**src/rtl/uart_pkg.sv**
```systemverilog
// uart_pkg: shared types and constants for the UART receive and transmit paths.
//   uartState_e     - receiver FSM states
//   BAUD_RATE_DIV   - default clocks per bit (50 MHz / 9600 baud)
//   FRAME_DATA_BITS - data bits per frame, sent LSB first
//   LINE_IDLE       - idle / stop level of the serial line
//   START_LEVEL     - start bit level
package uart_pkg;

  typedef enum logic [2:0] {
    IDLE   = 3'd0,
    START  = 3'd1,
    DATA   = 3'd2,
    STOP   = 3'd3,
    PARITY = 3'd4,
    BREAK  = 3'd5
  } uartState_e;

  localparam int   BAUD_RATE_DIV   = 5208;
  localparam int   FRAME_DATA_BITS = 8;
  localparam logic LINE_IDLE       = 1'b1;
  localparam logic START_LEVEL     = 1'b0;

endpackage

```
**src/rtl/uart_rx_module_if.sv**
```systemverilog
// uart_rx_module_if: received-byte handshake between the UART receiver and its consumer.
//   odata  - received byte, held stable while ovalid=1 and iready=0
//   ovalid - odata holds an unconsumed byte
//   iready - consumer takes odata on a rising edge where ovalid & iready
// master = receiver side, slave = consumer side.
interface uart_rx_module_if;
  logic [7:0] odata;
  logic       ovalid;
  logic       iready;

  modport master (output odata, output ovalid, input iready);
  modport slave  (input odata, input ovalid, output iready);
endinterface

```
**src/rtl/uart_rx_module_sync_2ff.sv**
```systemverilog
// sync_2ff: two-flop synchronizer for an asynchronous single-bit input.
//   clk, reset - system clock, synchronous active-high reset
//   din        - asynchronous input
//   dout       - synchronized output, RESET_VAL while in reset
module sync_2ff #(
  parameter logic RESET_VAL = 1'b1
) (
  input  logic clk,
  input  logic reset,
  input  logic din,
  output logic dout
);

  logic meta;

  always_ff @(posedge clk) begin
    if (reset) begin
      meta <= RESET_VAL;
      dout <= RESET_VAL;
    end else begin
      meta <= din;
      dout <= meta;
    end
  end

endmodule

```
**src/rtl/uart_rx_module.sv**
```systemverilog
// uart_rx_module: 8N1 UART receiver (optional even parity) with a one-entry output register.
//   clk, reset  - system clock, synchronous active-high reset
//   rx_in       - asynchronous serial line, idle high
//   rxBus       - master side of the odata/ovalid/iready handshake
//   busy        - FSM is in any state other than IDLE
//   frame_err   - one-cycle pulse when the stop bit samples 0
//   overrun     - one-cycle pulse when a completed byte is dropped because the register is full
//   parity_err  - one-cycle pulse on parity mismatch (constant 0 unless parity is built in)
//   dbgState    - current FSM state
// Build option: define UART_RX_PARITY_EN to add an even-parity bit between data and stop.
//
// Handshake: a byte is transferred on every rising edge where ovalid & iready are both 1;
// ovalid stays high and odata stays constant until that edge, and a new byte may be loaded
// on the same edge as the old one is taken.
module uart_rx_module
  import uart_pkg::*;
#(
  parameter int BAUD_DIV = BAUD_RATE_DIV,
  parameter int HALF_DIV = BAUD_DIV / 2
) (
  input  logic              clk,
  input  logic              reset,
  input  logic              rx_in,
  uart_rx_module_if.master  rxBus,
  output logic              busy,
  output logic              frame_err,
  output logic              overrun,
  output logic              parity_err,
  output uartState_e        dbgState
);

  localparam logic [13:0] BAUD_LAST = 14'(BAUD_DIV - 1);
  localparam logic [13:0] HALF_LAST = 14'(HALF_DIV - 1);
  localparam logic [3:0]  LAST_BIT  = 4'(FRAME_DATA_BITS - 1);

  uartState_e  state;
  logic        rx_s;
  logic        rx_prev;
  logic [13:0] divCount;
  logic [3:0]  bitCount;
  logic [7:0]  shift;
  logic [7:0]  odataQ;
  logic        ovalidQ;
  logic        halfDone;
  logic        baudDone;
  logic        parityGood;
  logic        canLoad;
  logic        stopGood;

  sync_2ff #(.RESET_VAL(LINE_IDLE)) rxSync (
    .clk  (clk),
    .reset(reset),
    .din  (rx_in),
    .dout (rx_s)
  );

  assign halfDone = (divCount == HALF_LAST);
  assign baudDone = (divCount == BAUD_LAST);
  // The register can take a new byte if empty or if its current byte leaves this edge.
  assign canLoad  = !ovalidQ || rxBus.iready;
  // Stop sample of a frame that is fit for delivery.
  assign stopGood = (state == STOP) && baudDone && (rx_s == LINE_IDLE) && parityGood;

`ifdef UART_RX_PARITY_EN
  logic parBit;
  logic parErrQ;
  assign parityGood = ((^shift) ^ parBit) == 1'b0;
  assign parity_err = parErrQ;
`else
  assign parityGood = 1'b1;
  assign parity_err = 1'b0;
`endif

  always_ff @(posedge clk) begin
    if (reset) begin
      state     <= IDLE;
      rx_prev   <= LINE_IDLE;
      divCount  <= '0;
      bitCount  <= '0;
      shift     <= '0;
      odataQ    <= '0;
      ovalidQ   <= 1'b0;
      frame_err <= 1'b0;
      overrun   <= 1'b0;
`ifdef UART_RX_PARITY_EN
      parBit    <= 1'b0;
      parErrQ   <= 1'b0;
`endif
    end else begin
      rx_prev   <= rx_s;
      frame_err <= 1'b0;
      overrun   <= 1'b0;
`ifdef UART_RX_PARITY_EN
      parErrQ   <= 1'b0;
`endif
      divCount  <= divCount + 14'd1;

      case (state)
        IDLE: begin
          divCount <= '0;
          if (rx_prev == LINE_IDLE && rx_s == START_LEVEL) state <= START;
        end
        START: begin
          if (halfDone) begin
            divCount <= '0;
            // A line that is high again at mid start bit was a glitch.
            state    <= (rx_s == START_LEVEL) ? DATA : IDLE;
          end
        end
        DATA: begin
          if (baudDone) begin
            divCount              <= '0;
            shift[bitCount[2:0]]  <= rx_s;
            if (bitCount == LAST_BIT) begin
              bitCount <= '0;
`ifdef UART_RX_PARITY_EN
              state    <= PARITY;
`else
              state    <= STOP;
`endif
            end else begin
              bitCount <= bitCount + 4'd1;
            end
          end
        end
`ifdef UART_RX_PARITY_EN
        PARITY: begin
          if (baudDone) begin
            divCount <= '0;
            parBit   <= rx_s;
            state    <= STOP;
          end
        end
`endif
        STOP: begin
          if (baudDone) begin
            divCount <= '0;
`ifdef UART_RX_PARITY_EN
            parErrQ  <= !parityGood;
`endif
            if (rx_s == LINE_IDLE) begin
              state <= IDLE;
              // Bad-parity bytes are discarded and never count as overrun.
              if (parityGood && !canLoad) overrun <= 1'b1;
            end else begin
              frame_err <= 1'b1;
              state     <= BREAK;
            end
          end
        end
        BREAK: begin
          // Hold here until the line is released so a stuck-low line cannot start a frame.
          divCount <= '0;
          if (rx_s == LINE_IDLE) state <= IDLE;
        end
        default: begin
          state    <= IDLE;
          divCount <= '0;
          bitCount <= '0;
        end
      endcase

      if (stopGood && canLoad) begin
        odataQ  <= shift;
        ovalidQ <= 1'b1;
      end else if (ovalidQ && rxBus.iready) begin
        ovalidQ <= 1'b0;
      end
    end
  end

  assign rxBus.odata  = odataQ;
  assign rxBus.ovalid = ovalidQ;
  assign busy         = (state != IDLE);
  assign dbgState     = state;

endmodule

```
**src/flat_wrapper.sv**
```systemverilog
// flat-port wrapper written by rule: the top's interface ports become plain ports
module uart_rx_module_flat import uart_pkg::*;
#(
  parameter int BAUD_DIV = BAUD_RATE_DIV,
  parameter int HALF_DIV = BAUD_DIV / 2
)
  (clk, reset, rx_in, busy, frame_err, overrun, parity_err, dbgState, rxBus_odata, rxBus_ovalid, rxBus_iready);
  uart_rx_module_if rxBus_i ();
  input  logic clk;
  input  logic reset;
  input  logic rx_in;
  output logic busy;
  output logic frame_err;
  output logic overrun;
  output logic parity_err;
  output uartState_e dbgState;
  output wire logic [$bits(rxBus_i.odata)-1:0] rxBus_odata;
  output wire logic [$bits(rxBus_i.ovalid)-1:0] rxBus_ovalid;
  input wire logic [$bits(rxBus_i.iready)-1:0] rxBus_iready;
  assign rxBus_odata = rxBus_i.odata;
  assign rxBus_ovalid = rxBus_i.ovalid;
  assign rxBus_i.iready = rxBus_iready;
  uart_rx_module #(.BAUD_DIV(BAUD_DIV), .HALF_DIV(HALF_DIV)) u_core (.clk(clk), .reset(reset), .rx_in(rx_in), .rxBus(rxBus_i), .busy(busy), .frame_err(frame_err), .overrun(overrun), .parity_err(parity_err), .dbgState(dbgState));
endmodule
```
**config.mk**
```make
export PLATFORM = sky130hd
export DESIGN_NAME = uart_rx_module_flat
export DESIGN_NICKNAME = d
export VERILOG_FILES = /design/src/rtl/uart_pkg.sv /design/src/rtl/uart_rx_module_if.sv /design/src/rtl/uart_rx_module_sync_2ff.sv /design/src/rtl/uart_rx_module.sv /design/src/flat_wrapper.sv
export SDC_FILE = /design/constraint.sdc
export NUM_CORES = 1
export LEC_CHECK = 0
export BUFFER_PORTS_ARGS = -buffer_cell sky130_fd_sc_hd__buf_2
export CAP_MARGIN = 20
export CORE_UTILIZATION = 57
export CTS_BUF_LIST = sky130_fd_sc_hd__clkbuf_8
export DETAILED_ROUTE_END_ITERATION = 8
export PLACE_DENSITY = 0.85
export SETUP_SLACK_MARGIN = 0.5
export SYNTH_ARGS = -nofsm -noshare
export SYNTH_HDL_FRONTEND = slang
export SYNTH_HIERARCHICAL = 1
export SYNTH_SLANG_ARGS = --single-unit
```
**constraint.sdc**
```tcl
create_clock -name clk -period 2.8 [get_ports clk]
set_input_delay 0.14 -clock clk [delete_from_list [all_inputs] [get_ports clk]]
set_output_delay 0.14 -clock clk [all_outputs]
set_load 0.03 [all_outputs]
```
==> flow_summary.json <==
{
  "switching_share": 0.269,
  "cap_violations": 0,
  "cp-start-kind": "register",
  "end_kind": "register",
  "setup_violations": 0,
  "cts.sinks": 43,
  "die_h_um": 60.5,
  "antenna_found_initial": 0,
  "nets": 246,
  "p_int_w": 0.000899,
  "path_cells": "or4bb_4, or4_4, a2bb2oi_4, or4b_1, a21oi_1",
  "root_buffer": "clkbuf_8",
  "critPathBufInv": 0,
  "dp_hpwl_um": 2410,
  "core_area_um2": 3150,
  "leakagePower_nw": 0.967,
  "clock_skew_ns": 0.00372,
  "yosysTopAreaCellShare": 0.441,
  "syn_inst": 210,
  "p_clk_frac": 0.351,
  "wl_per_cell_um": 14.2,
  "p_per_area_nw_per_um2": 534,
  "clock_path_buffers": 2,
  "grt_start_max_net_pins": 29,
  "path_clk_slew_ns": 0.08,
  "crit_type": "register to register",
  "ys_ff_latch": 43,
  "hold_violations": 0,
  "final_cell_mix": "nor2_1 (38), dfxtp_1 (36), buf_2 (18), mux2i_1 (18), buf_4 (14)",
  "grt.busiest_layer": "met2",
  "vias": 1624,
  "grt_usage": 0.233,
  "portBuffers": 18,
  "h-tree-depth": 2,
  "area_growth_pct": 18.1,
  "final_cells": 285,
  "slew_viol_final": 0,
  "crit_fanout": 4,
  "grt_pass1_wl_um": 6170,
  "drc": 0,
  "syn-cell-area_um2": 1950,
  "critPathArrivalTime_ns": 2.55,
  "switchingPower_w": 0.000331,
  "grt_pass1_vias": 1402,
  "synth_area_leaders": "dfxtp_1 (44%), mux2i_1 (9.2%), nor2_1 (7.3%)",
  "ys_warn_count": 6,
  "routabilityCongestion": 0.847,
  "grt_setup_unrepaired": "yes",
  "via_per_inst": 5.70,
  "drive_gt1_frac": 0.261,
  "tritoncts": "built",
  "fin_setup_tns_ns": 0,
  "synthDistinctLibCells": 45,
  "cts_buffers": 5,
  "syn_area_per_cell_um2": 9.29,
  "yosys.area.top_type": "dfxtp_1",
  "peakVddDrop_uv": 423,
  "cts_hold_buf": 0,
  "min_period_over_period": 0.827,
  "yosysSeqAreaShare": 0.441,
  "drt-pass1-iter-count": 4,
  "grt_overflow": 0,
  "fin_crit_ns": 2.32,
  "place_inst": 265,
  "io_pins": 20,
  "use_met3": 0.0789,
  "die-area_um2": 3660,
  "std_cell_rows": 20,
  "worstSkewPairLatency_ns": 0.30,
  "max_freq_mhz": 432,
  "hp-class": "input pin to register",
  "postRouteAntennaNets": 0,
  "path_delay_family": "simple AND/OR/NAND/NOR gates",
  "p_seq_frac": 0.525,
  "crit_slowest_cell": "or4bb_4",
  "worst_pin_slew_ns": 0.549,
  "max_stage_delay_ns": 0.54,
  "diodes": 0,
  "drtIter0Drc": 59,
  "combPwrFrac": 0.123,
  "syn-num-nets": 216,
  "max_slew_margin": 0.634,
  "die_w_um": 60.5,
  "final_common_cell": "nor2_1",
  "run_status": "completed",
  "grt_util_met1": 0.284,
  "wirelength_um": 4040,
  "use_met2": 0.385,
  "crit_required_ns": 3.04,
  "start_util": 0.619
}
[cell type report]
cell class / instances / area [um^2]
Fill cell: 232 / 847
Tap cell: 44 / 55.1
Timing Repair Buffer: 33 / 206
Clock inverter: 1 / 7.51
Clock buffer: 7 / 96.3
Multi-Input combinational cell: 154 / 1050
Sequential cell: 43 / 877
Inverter: 3 / 11.3
[cell usage after synthesis (all sizes together)]
cell type  number
nor2b           3
conb            1
xnor2           2
dfxtp          43
o311ai          1
and2            1
o32ai           1
or4bb           1
a2bb2oi         2
nand4           4
nor2           38
or4b            2
nand2b          6
and3            4
or3b            2
or4             2
a21oi           6
buf             5
or2             5
nor4            6
nor3b           1
mux2i          18
ha              2
or3             2
nor3            2
nand2          11
xor2           10
and4            2
inv             3
clkbuf          5
nand4b          4
o211ai          1
nand3           8
o21ai           6
[through the flow]
stage | setup slack (ns) | hold WS [ns] | instance area (um^2) | utilization | power, W
2_1_floorplan | 0.431 | 0.237 | 1970 | - | 0.000786
3_3_place_gp | 0.435 | 0.319 | 2060 | 0.654 | 0.000803
3_5_place_dp | 0.378 | 0.322 | 2060 | 0.654 | 0.000804
4_1_cts | 0.455 | 0.00739 | 2220 | 0.705 | 0.00123
5_1_grt | 0.436 | 0.0204 | 2310 | 0.731 | 0.00128
6_report | 0.484 | 0.00708 | 2310 | 0.731 | 0.00123
[power by group through the flow]
stage / registers (W) / clock network, W / logic (W)
after global routing: 0.000652 / 0.000461 / 0.000166
final: 0.000647 / 0.000433 / 0.000152
after global placement: 0.000663 / 0 / 0.000140
after detailed placement: 0.000663 / 0 / 0.000140
after floorplan: 0.000660 / 0 / 0.000126
after CTS: 0.000647 / 0.000437 / 0.000146
[sequential cells by signal, indices dropped and copies added, names as in the netlist]
register / cells
u_core/divCount: 14
u_core/rxBus.odata: 8
u_core/shift: 8
u_core/bitCount: 4
u_core/dbgState: 3
u_core/frame_err: 1
u_core/overrun: 1
u_core/rxBus.ovalid: 1
u_core/rxSync/dout: 1
u_core/rxSync/meta: 1
u_core/rx_prev: 1
[kinds of logic (layout without fill, tap and decap cells)]
| group | Yosys count | in the layout | share of synthesized area |
|---|---|---|---|
| other | 1 | 1 | 0.00192 |
| adders and majority gates | 2 | 2 | 0.0128 |
| buffers and inverters | 13 | 44 | 0.0455 |
| xor gates and xnor gates | 12 | 12 | 0.0538 |
| muxes | 18 | 18 | 0.0923 |
| and+or+nand+nor | 104 | 104 | 0.291 |
| DFF | 43 | 43 | 0.441 |
| AOI/OAI and AO/OA | 17 | 17 | 0.0615 |
[layer usage]
metal,vias up,share of wire
met3,12,0.050
met1,775,0.44
li1,789,-
met2,48,0.48
met4,0,0.028
met5,-,0
[worst paths after layout]
kind,slack (ns),to,start,depth (start not counted)
min,0.007,u_core/rxSync/meta,rx_in,2
max reg2reg,0.48,u_core/bitCount[2],u_core/divCount[5],5
max,0.48,u_core/bitCount[2],u_core/divCount[5],5
min reg2reg,0.43,u_core/rxSync/dout,u_core/rxSync/meta,1
[what timing repair did]
| action | CTS | global route |
|---|---|---|
| endpoints found under the setup margin | 3 | 34 |
| setup buffers | 6 | 6 |
| resized for setup | 3 | 11 |
| pin swaps | 7 | 6 |
| cloned | 0 | 0 |
(Power assumes the default switching activity.)
